--- src/rtl/galetron_pkg.sv ---
// Shared Galetron core definitions: watchdog state encoding, OS/user address
// boundary and the opcodes the reset controller decodes.
package galetron_pkg;

  typedef enum logic [1:0] {
    IDLE    = 2'd0,
    COUNT   = 2'd1,
    EXPIRED = 2'd2
  } wd_state_e;

  localparam int unsigned OS_LIMIT = 256;

  localparam logic [3:0] OP_NOP      = 4'h0;
  localparam logic [3:0] OP_JUMP     = 4'h8;
  localparam logic [3:0] OP_CTX_JUMP = 4'hC;
  localparam logic [3:0] OP_HALT     = 4'hF;

endpackage

--- src/rtl/quantum_watchdog.sv ---
// Preemption timer: counts retired user-space instructions against the OS
// quantum and holds a context-exchange request until the jump is acknowledged.
//
//   state   | meaning
//   --------+-----------------------------------------------
//   IDLE    | disarmed, output_watchdog reads 0
//   COUNT   | quantum running, user retires decrement counter
//   EXPIRED | quantum exhausted, context_exchange held high
module quantum_watchdog
  import galetron_pkg::*;
#(
  parameter int unsigned COUNT_WIDTH = 32,
  parameter int unsigned PC_WIDTH    = 12,
  parameter int unsigned OS_LIMIT    = galetron_pkg::OS_LIMIT
) (
  input  logic                   clock,
  input  logic                   reset,
  input  logic                   quantum_load,
  input  logic [COUNT_WIDTH-1:0] quantum_value,
  input  logic                   watchdog_enable,
  input  logic                   instruction_retire,
  input  logic [PC_WIDTH-1:0]    program_counter,
  input  logic                   context_ack,
  output logic [COUNT_WIDTH-1:0] output_watchdog,
  output logic [COUNT_WIDTH-1:0] watchdog_count,
  output logic                   context_exchange
);

  wd_state_e              state, state_nxt;
  logic [COUNT_WIDTH-1:0] quantum_reg, quantum_nxt;
  logic [COUNT_WIDTH-1:0] counter, counter_nxt;
  logic [COUNT_WIDTH-1:0] out_wd_nxt;
  logic                   cx_nxt;
  logic                   zero_load;
  logic                   user_retire;

  assign zero_load   = quantum_load && (quantum_value == '0);
  assign user_retire = instruction_retire &&
                       (program_counter >= PC_WIDTH'(OS_LIMIT));

  always_ff @(posedge clock) begin
    if (reset) begin
      state            <= IDLE;
      quantum_reg      <= '0;
      counter          <= '0;
      output_watchdog  <= '0;
      context_exchange <= 1'b0;
    end else begin
      state            <= state_nxt;
      quantum_reg      <= quantum_nxt;
      counter          <= counter_nxt;
      output_watchdog  <= out_wd_nxt;
      context_exchange <= cx_nxt;
    end
  end

  // A nonzero load only replaces the stored quantum; the running count keeps
  // going and the new value is picked up on the next arm or reload.
  always_comb begin
    state_nxt   = state;
    quantum_nxt = quantum_reg;
    counter_nxt = counter;
    cx_nxt      = context_exchange;

    if (quantum_load) quantum_nxt = quantum_value;

    if (zero_load) begin
      state_nxt   = IDLE;
      counter_nxt = '0;
      cx_nxt      = 1'b0;
    end else begin
      unique case (state)
        IDLE: begin
          if (watchdog_enable && (quantum_reg != '0)) begin
            state_nxt   = COUNT;
            counter_nxt = quantum_reg;
          end
        end
        COUNT: begin
          if (!watchdog_enable) begin
            state_nxt   = IDLE;
            counter_nxt = '0;
          end else if (user_retire && (counter != '0)) begin
            counter_nxt = counter - COUNT_WIDTH'(1);
            if (counter == COUNT_WIDTH'(1)) begin
              state_nxt = EXPIRED;
              cx_nxt    = 1'b1;
            end
          end
        end
        EXPIRED: begin
          if (context_ack) begin
            cx_nxt      = 1'b0;
            counter_nxt = quantum_reg;
            state_nxt   = watchdog_enable ? COUNT : IDLE;
          end else if (!watchdog_enable) begin
            state_nxt = IDLE;
            cx_nxt    = 1'b0;
          end
        end
        default: begin
          state_nxt   = IDLE;
          counter_nxt = '0;
          cx_nxt      = 1'b0;
        end
      endcase
    end

    out_wd_nxt = (state_nxt == IDLE) ? '0 : quantum_nxt;
  end

  assign watchdog_count = counter;

endmodule

--- config.mk ---
export PLATFORM = sky130hd
export DESIGN_NAME = quantum_watchdog
export DESIGN_NICKNAME = d
export VERILOG_FILES = /design/src/rtl/galetron_pkg.sv /design/src/rtl/quantum_watchdog.sv
export SDC_FILE = /design/constraint.sdc
export NUM_CORES = 1
export LEC_CHECK = 0
export ABC_AREA = 1
export BUFFER_PORTS_ARGS = -buffer_cell sky130_fd_sc_hd__buf_2
export CORE_UTILIZATION = 54
export CTS_BUF_LIST = sky130_fd_sc_hd__clkbuf_4 sky130_fd_sc_hd__clkbuf_8
export CTS_CLUSTER_DIAMETER = 100
export CTS_CLUSTER_SIZE = 8
export DETAILED_ROUTE_END_ITERATION = 16
export MAX_ROUTING_LAYER = met4
export PLACE_DENSITY = 0.8
export REMOVE_ABC_BUFFERS = 1
export SLEW_MARGIN = 20
export SYNTH_ARGS = -nofsm -noshare
export SYNTH_HDL_FRONTEND = slang
export SYNTH_SLANG_ARGS = --single-unit
export TNS_END_PERCENT = 100
--- constraint.sdc ---
create_clock -name clock -period 4.55 [get_ports clock]
set_input_delay 0.6825 -clock clock [delete_from_list [all_inputs] [get_ports clock]]
set_output_delay 0.6825 -clock clock [all_outputs]
set_load 0.01 [all_outputs]
==> After elaboration in Yosys (flattened, before gate mapping) <==
Index checks and enable logic that the tools add are counted.
{ "word_totals": {"regBits": 99, "input_bits": 50, "output_inout_bits": 65, "elab_cells": 52} }
{ "op_classes": {"n_addsub": 1, "magnitude_cmp": 1, "eq_ne": 10, "muxes": 21, "n_bitwise": 1, "reduce_logical": 13} }
{ "ops": {"columns": ["op", "count"], "rows": [
  ["two-way mux 32 bit", 5],
  ["case mux 32 bit (3 select lines)", 1],
  ["nonzero test 32 bit", 2],
  ["equality test 32 x 1 -> 1 bit, second input constant", 1],
  ["zero test 32 bit", 1],
  ["subtractor 32 x 1 -> 32 bit, second input constant", 1],
  ["two-way mux 2 bit", 7],
  [">= comparator 12 x 9 -> 1 bit, second input constant", 1],
  ["inequality test 2 bit, second input constant", 5],
  ["two-way mux 1 bit", 6],
  ["inequality test 3 bit, second input constant", 2],
  ["case mux 2 bit (3 select lines)", 1],
  ["AND reduction 5 bit", 1],
  ["logical AND 1 bit", 4],
  ["zero test 2 bit", 2],
  ["OR reduction 2 bit", 2],
  ["case mux 1 bit (3 select lines)", 1],
  ["AND reduction 3 bit", 1],
  ["equality test 2 x 1 -> 1 bit, second input constant", 1],
  ["equality test 2 bit, second input constant", 1],
  ["NOT 1 bit", 1]
]} }

==> Longest topological paths before layout <==
{ "logic_depth": {"ltp_word": 9, "mapped_depth": 14, "mapped_depth_nobuf": 14} }

==> Least setup slack after synthesis <==
No wires, ideal clock.
{ "synth_timing": {"path_kind": "input to register", "startpoint": "in quantum_load", "endpoint": "reg output_watchdog[11]", "setup_time_ns": 0.127, "arrival_ns": 1.717, "t_required_ns": 4.423, "setup_slack_ns": 2.706, "cell_stages": 11, "path_buffers": 2, "cell_sequence": "buf_2 -> nand2_1 -> nor2_1 -> nand2_1 -> nor2_1 -> nand2_1 -> nand2_1 -> nor2_2 -> nand2_2 -> buf_6 -> a21oi_2"} }
{ "synth_between": {"elab_chain_cells": 4, "elab_cells_between_ends": 5, "classes_between": "2 x mux; 3 x reduce/logical"} }
{ "synth_rtl": {"columns": ["item", "line_no", "source"], "rows": [
  ["from (decl)", "quantum_watchdog.sv:18", "input logic quantum_load,"],
  ["logical AND 1 bit", "quantum_watchdog.sv:37", "assign zero_load = quantum_load && (quantum_value == '0);"],
  ["two-way mux 2 bit", "quantum_watchdog.sv:67", "if (zero_load) begin"],
  ["zero test 2 bit", "quantum_watchdog.sv:109", "out_wd_nxt = (state_nxt == IDLE) ? '0 : quantum_nxt;"],
  ["OR reduction 2 bit (no source line)", null, null],
  ["to (signal assigned)", "quantum_watchdog.sv:52", "output_watchdog <= out_wd_nxt;"],
  ["to (decl)", "quantum_watchdog.sv:24", "output logic [COUNT_WIDTH-1:0] output_watchdog,"]
]} }
Several ways; a longest one is shown, not always the timed one.
A chain may end at the register's enable or synchronous reset.

==> Final worst setup path <==
{ "layout_timing": {"startpoint": "reg state[0]", "endpoint": "reg output_watchdog[0]"} }
{ "layout_between": {"elab_chain_cells": 7, "elab_cells_between_ends": 13, "classes_between": "2 x eq/ne; 8 x mux; 3 x reduce/logical"} }
{ "layout_rtl": {"columns": ["item", "line_no", "source"], "rows": [
  ["from (decl)", "quantum_watchdog.sv:29", "wd_state_e state, state_nxt;"],
  ["from (signal assigned)", "quantum_watchdog.sv:49", "state <= state_nxt;"],
  ["two-way mux 2 bit", "quantum_watchdog.sv:85", "if (counter == COUNT_WIDTH'(1)) begin"],
  ["two-way mux 2 bit", "quantum_watchdog.sv:83", "end else if (user_retire && (counter != '0)) begin"],
  ["two-way mux 2 bit", "quantum_watchdog.sv:80", "if (!watchdog_enable) begin"],
  ["case mux 2 bit (3 select lines) (*)", "quantum_watchdog.sv:72", "unique case (state)"],
  ["two-way mux 2 bit (*)", "quantum_watchdog.sv:67", null],
  ["zero test 2 bit (*)", "quantum_watchdog.sv:109", null],
  ["OR reduction 2 bit (no source line) (*)", null, null]
]} }
Every way passes the cells marked *; elsewhere a longest branch is shown, timed or not.

==> flow_summary.toml <==
[outcome]
run_status = "finished, final reports clean"

[die]
rows = 35
die_height_microns = 99.2
die_w_microns = 99.2
die_area_sq_um = 9830
start_util_pct = 55.4
io_pins = 115
core_area_sq_um = 9200

[logic_synthesis]
syn_avg_cell_area_sq_um = 6.56
yosysSeqAreaShare_pct = 38.9
ys_ff_latch = 99
synth_flop_cell = "dfxtp_1"
async_flop_share_pct = 0
ys_types = 30
synthesis.area_sq_um = 5100
synth_edf_count = 0
synth_warnings = 0
syn-instance-count = 777

[grt]
grt_max_degree = 64
grt_use_total_pct = 30.3
grt_pass1_wl_mm = 22.7
grt_overflow = 0
first_global_vias = 4748
antenna_found_initial = 0

[finish]
final_util_pct = 62.9
final_cell_mix = "nand2_1 (227), nor2_1 (127), buf_2 (106)"
fill_cells = 855
num_antenna_cells = 0
drive_gt1_share_pct = 20.7
syn_to_final_growth_pct = 13.4
nNetsFinal = 916
layout_commonest_cell = "nand2_1"

[critical_path]
endpoint_kind = "register"
critPathKind = "register to register"
arrival_ns = 3.20
cp-start-kind = "register"
crit_path_max_fanout = 33
worstPathRequired_ns = 4.77

[cts]
post-cts-setup-buffers = 0
cts_tree = "done"
clock-root-buffer = "clkbuf_8"
path_clk_slew_ns = 0.12
postCtsHoldBufs = 0
cts_sinks = 99
cts_buffer_depth = 2
insertion_delay_ns = 0.37
cts_buffers = 9
cts-htree-levels = 3
cts_resized = 0

[timing]
finalSetupViolCount = 0
fin_crit_ns = 2.97
drv_slew = 0
final_hold_viol_count = 0
slew_headroom_pct = 35.7
period_share_pct = 65.4
rsz0062_at_grt = "no"
skew_ns = 0.0189
fmax_ghz = 0.336
worst_pin_slew_ns = 0.961
finalSetupTns_ns = 0

[place]
gp_congestion = 0.949
portBuffers = 106
place_hpwl_mm = 10.2

[route]
post_drt_wl_per_cell_microns = 14.2
viasPerCell = 5.28
first_iter_violations = 340
drtAntennaViolNets = 0
routed_wl_mm = 13.9
dr_total_vias = 5170
drc_errors = 0
drt_first_pass_iters = 5

[power]
peakVddDrop_mv = 0.222
finalPower_uw = 2060
powerDensity_nw_per_um2 = 357
power_leakage_uw = 0.00289

[hold_path]
hp-class = "register to register"

[run]
drv_cap = 0
power breakdown:
part,leakage [uW],switching [uW],internal [uW]
clock,0.000105,349,233
combinational,0.00198,338,168
sequential,0.000814,53.3,921
total,0.00289,741,1320
stage by stage:
| step | worst slack (ns) | instances | instance area (sq um) | hold WS (ns) |
|---|---|---|---|---|
| after CTS | 1.55 | 980 | 5780 | 0.509 |
| after detailed placement | 1.58 | 964 | 5580 | 0.491 |
| final | 1.58 | 980 | 5780 | 0.509 |
| after global routing | 1.29 | 980 | 5780 | 0.538 |
| after global placement | 1.62 | 964 | 5580 | 0.483 |
| after floorplan | 1.96 | 745 | 4900 | 0.502 |
cell usage after synthesis (3+ instances only):
| master | instances | area share [%] |
|---|---|---|
| buf_2 | 3 | 0.29 |
| dfxtp_1 | 99 | 39 |
| clkbuf_1 | 14 | 1.0 |
| o21ai_0 | 58 | 5.7 |
| inv_1 | 77 | 5.7 |
| nand2_1 | 227 | 17 |
| buf_1 | 3 | 0.22 |
| inv_2 | 6 | 0.44 |
| nand4_1 | 8 | 0.98 |
| nor2_1 | 127 | 9.3 |
| o21bai_1 | 5 | 0.74 |
| a21oi_2 | 29 | 5.0 |
| buf_6 | 9 | 2.0 |
| a21oi_1 | 47 | 4.6 |
| buf_4 | 3 | 0.44 |
| nand2_2 | 5 | 0.61 |
| nand3_1 | 32 | 3.1 |
| nor2_2 | 9 | 1.1 |
final timing paths:
kind | cells past startpoint | start | slack, ns | end
worst min register to register | 2 | watchdog_count[1] | 0.51 | watchdog_count[1]
worst min-delay path | 2 | watchdog_count[1] | 0.51 | watchdog_count[1]
worst max-delay path | 8 | state[0] | 1.58 | output_watchdog[0]
worst max register to register | 8 | state[0] | 1.58 | output_watchdog[0]
critical path, cell delays in order (launching register included):
cell and delay (ns):
dfxtp_1 0.39, inv_2 0.40, nor2_1 0.11, nand2_1 0.46
inv_2 0.35, nand2_1 0.16, nand3_1 0.09, nand2_2 0.70
a21oi_1 0.14
layout make-up:
cell class | count | area, sq um | area share (%)
Multi-Input combinational cell | 563 | 2600 | 45.0
Sequential cell | 99 | 1980 | 34.3
Timing Repair Buffer | 108 | 546 | 9.44
Inverter | 83 | 312 | 5.39
Tap cell | 111 | 139 | 2.40
Clock buffer | 10 | 138 | 2.38
Clock inverter | 6 | 62.6 | 1.08
cell families after synthesis:
| kind of cell | synth area share [%] |
|---|---|
| flops | 38.9 |
| xor+xnor | 0.344 |
| fa+ha+maj | 0.491 |
| compound gates | 16.9 |
| simple gates | 33.3 |
| buf+inv | 10.1 |
metal layers:
metal | up-vias | share of wire [%] | wire (microns) | GRT usage (%)
met5 | - | 0 | 0 | -
met1 | 2326 | 45 | 6290 | 40.7
li1 | 2620 | - | - | -
met2 | 190 | 45 | 6300 | 47.0
met3 | 34 | 6.6 | 919 | 4.01
met4 | 0 | 2.7 | 380 | 11.0
Note: power is estimated with default switching activity, not from simulation.
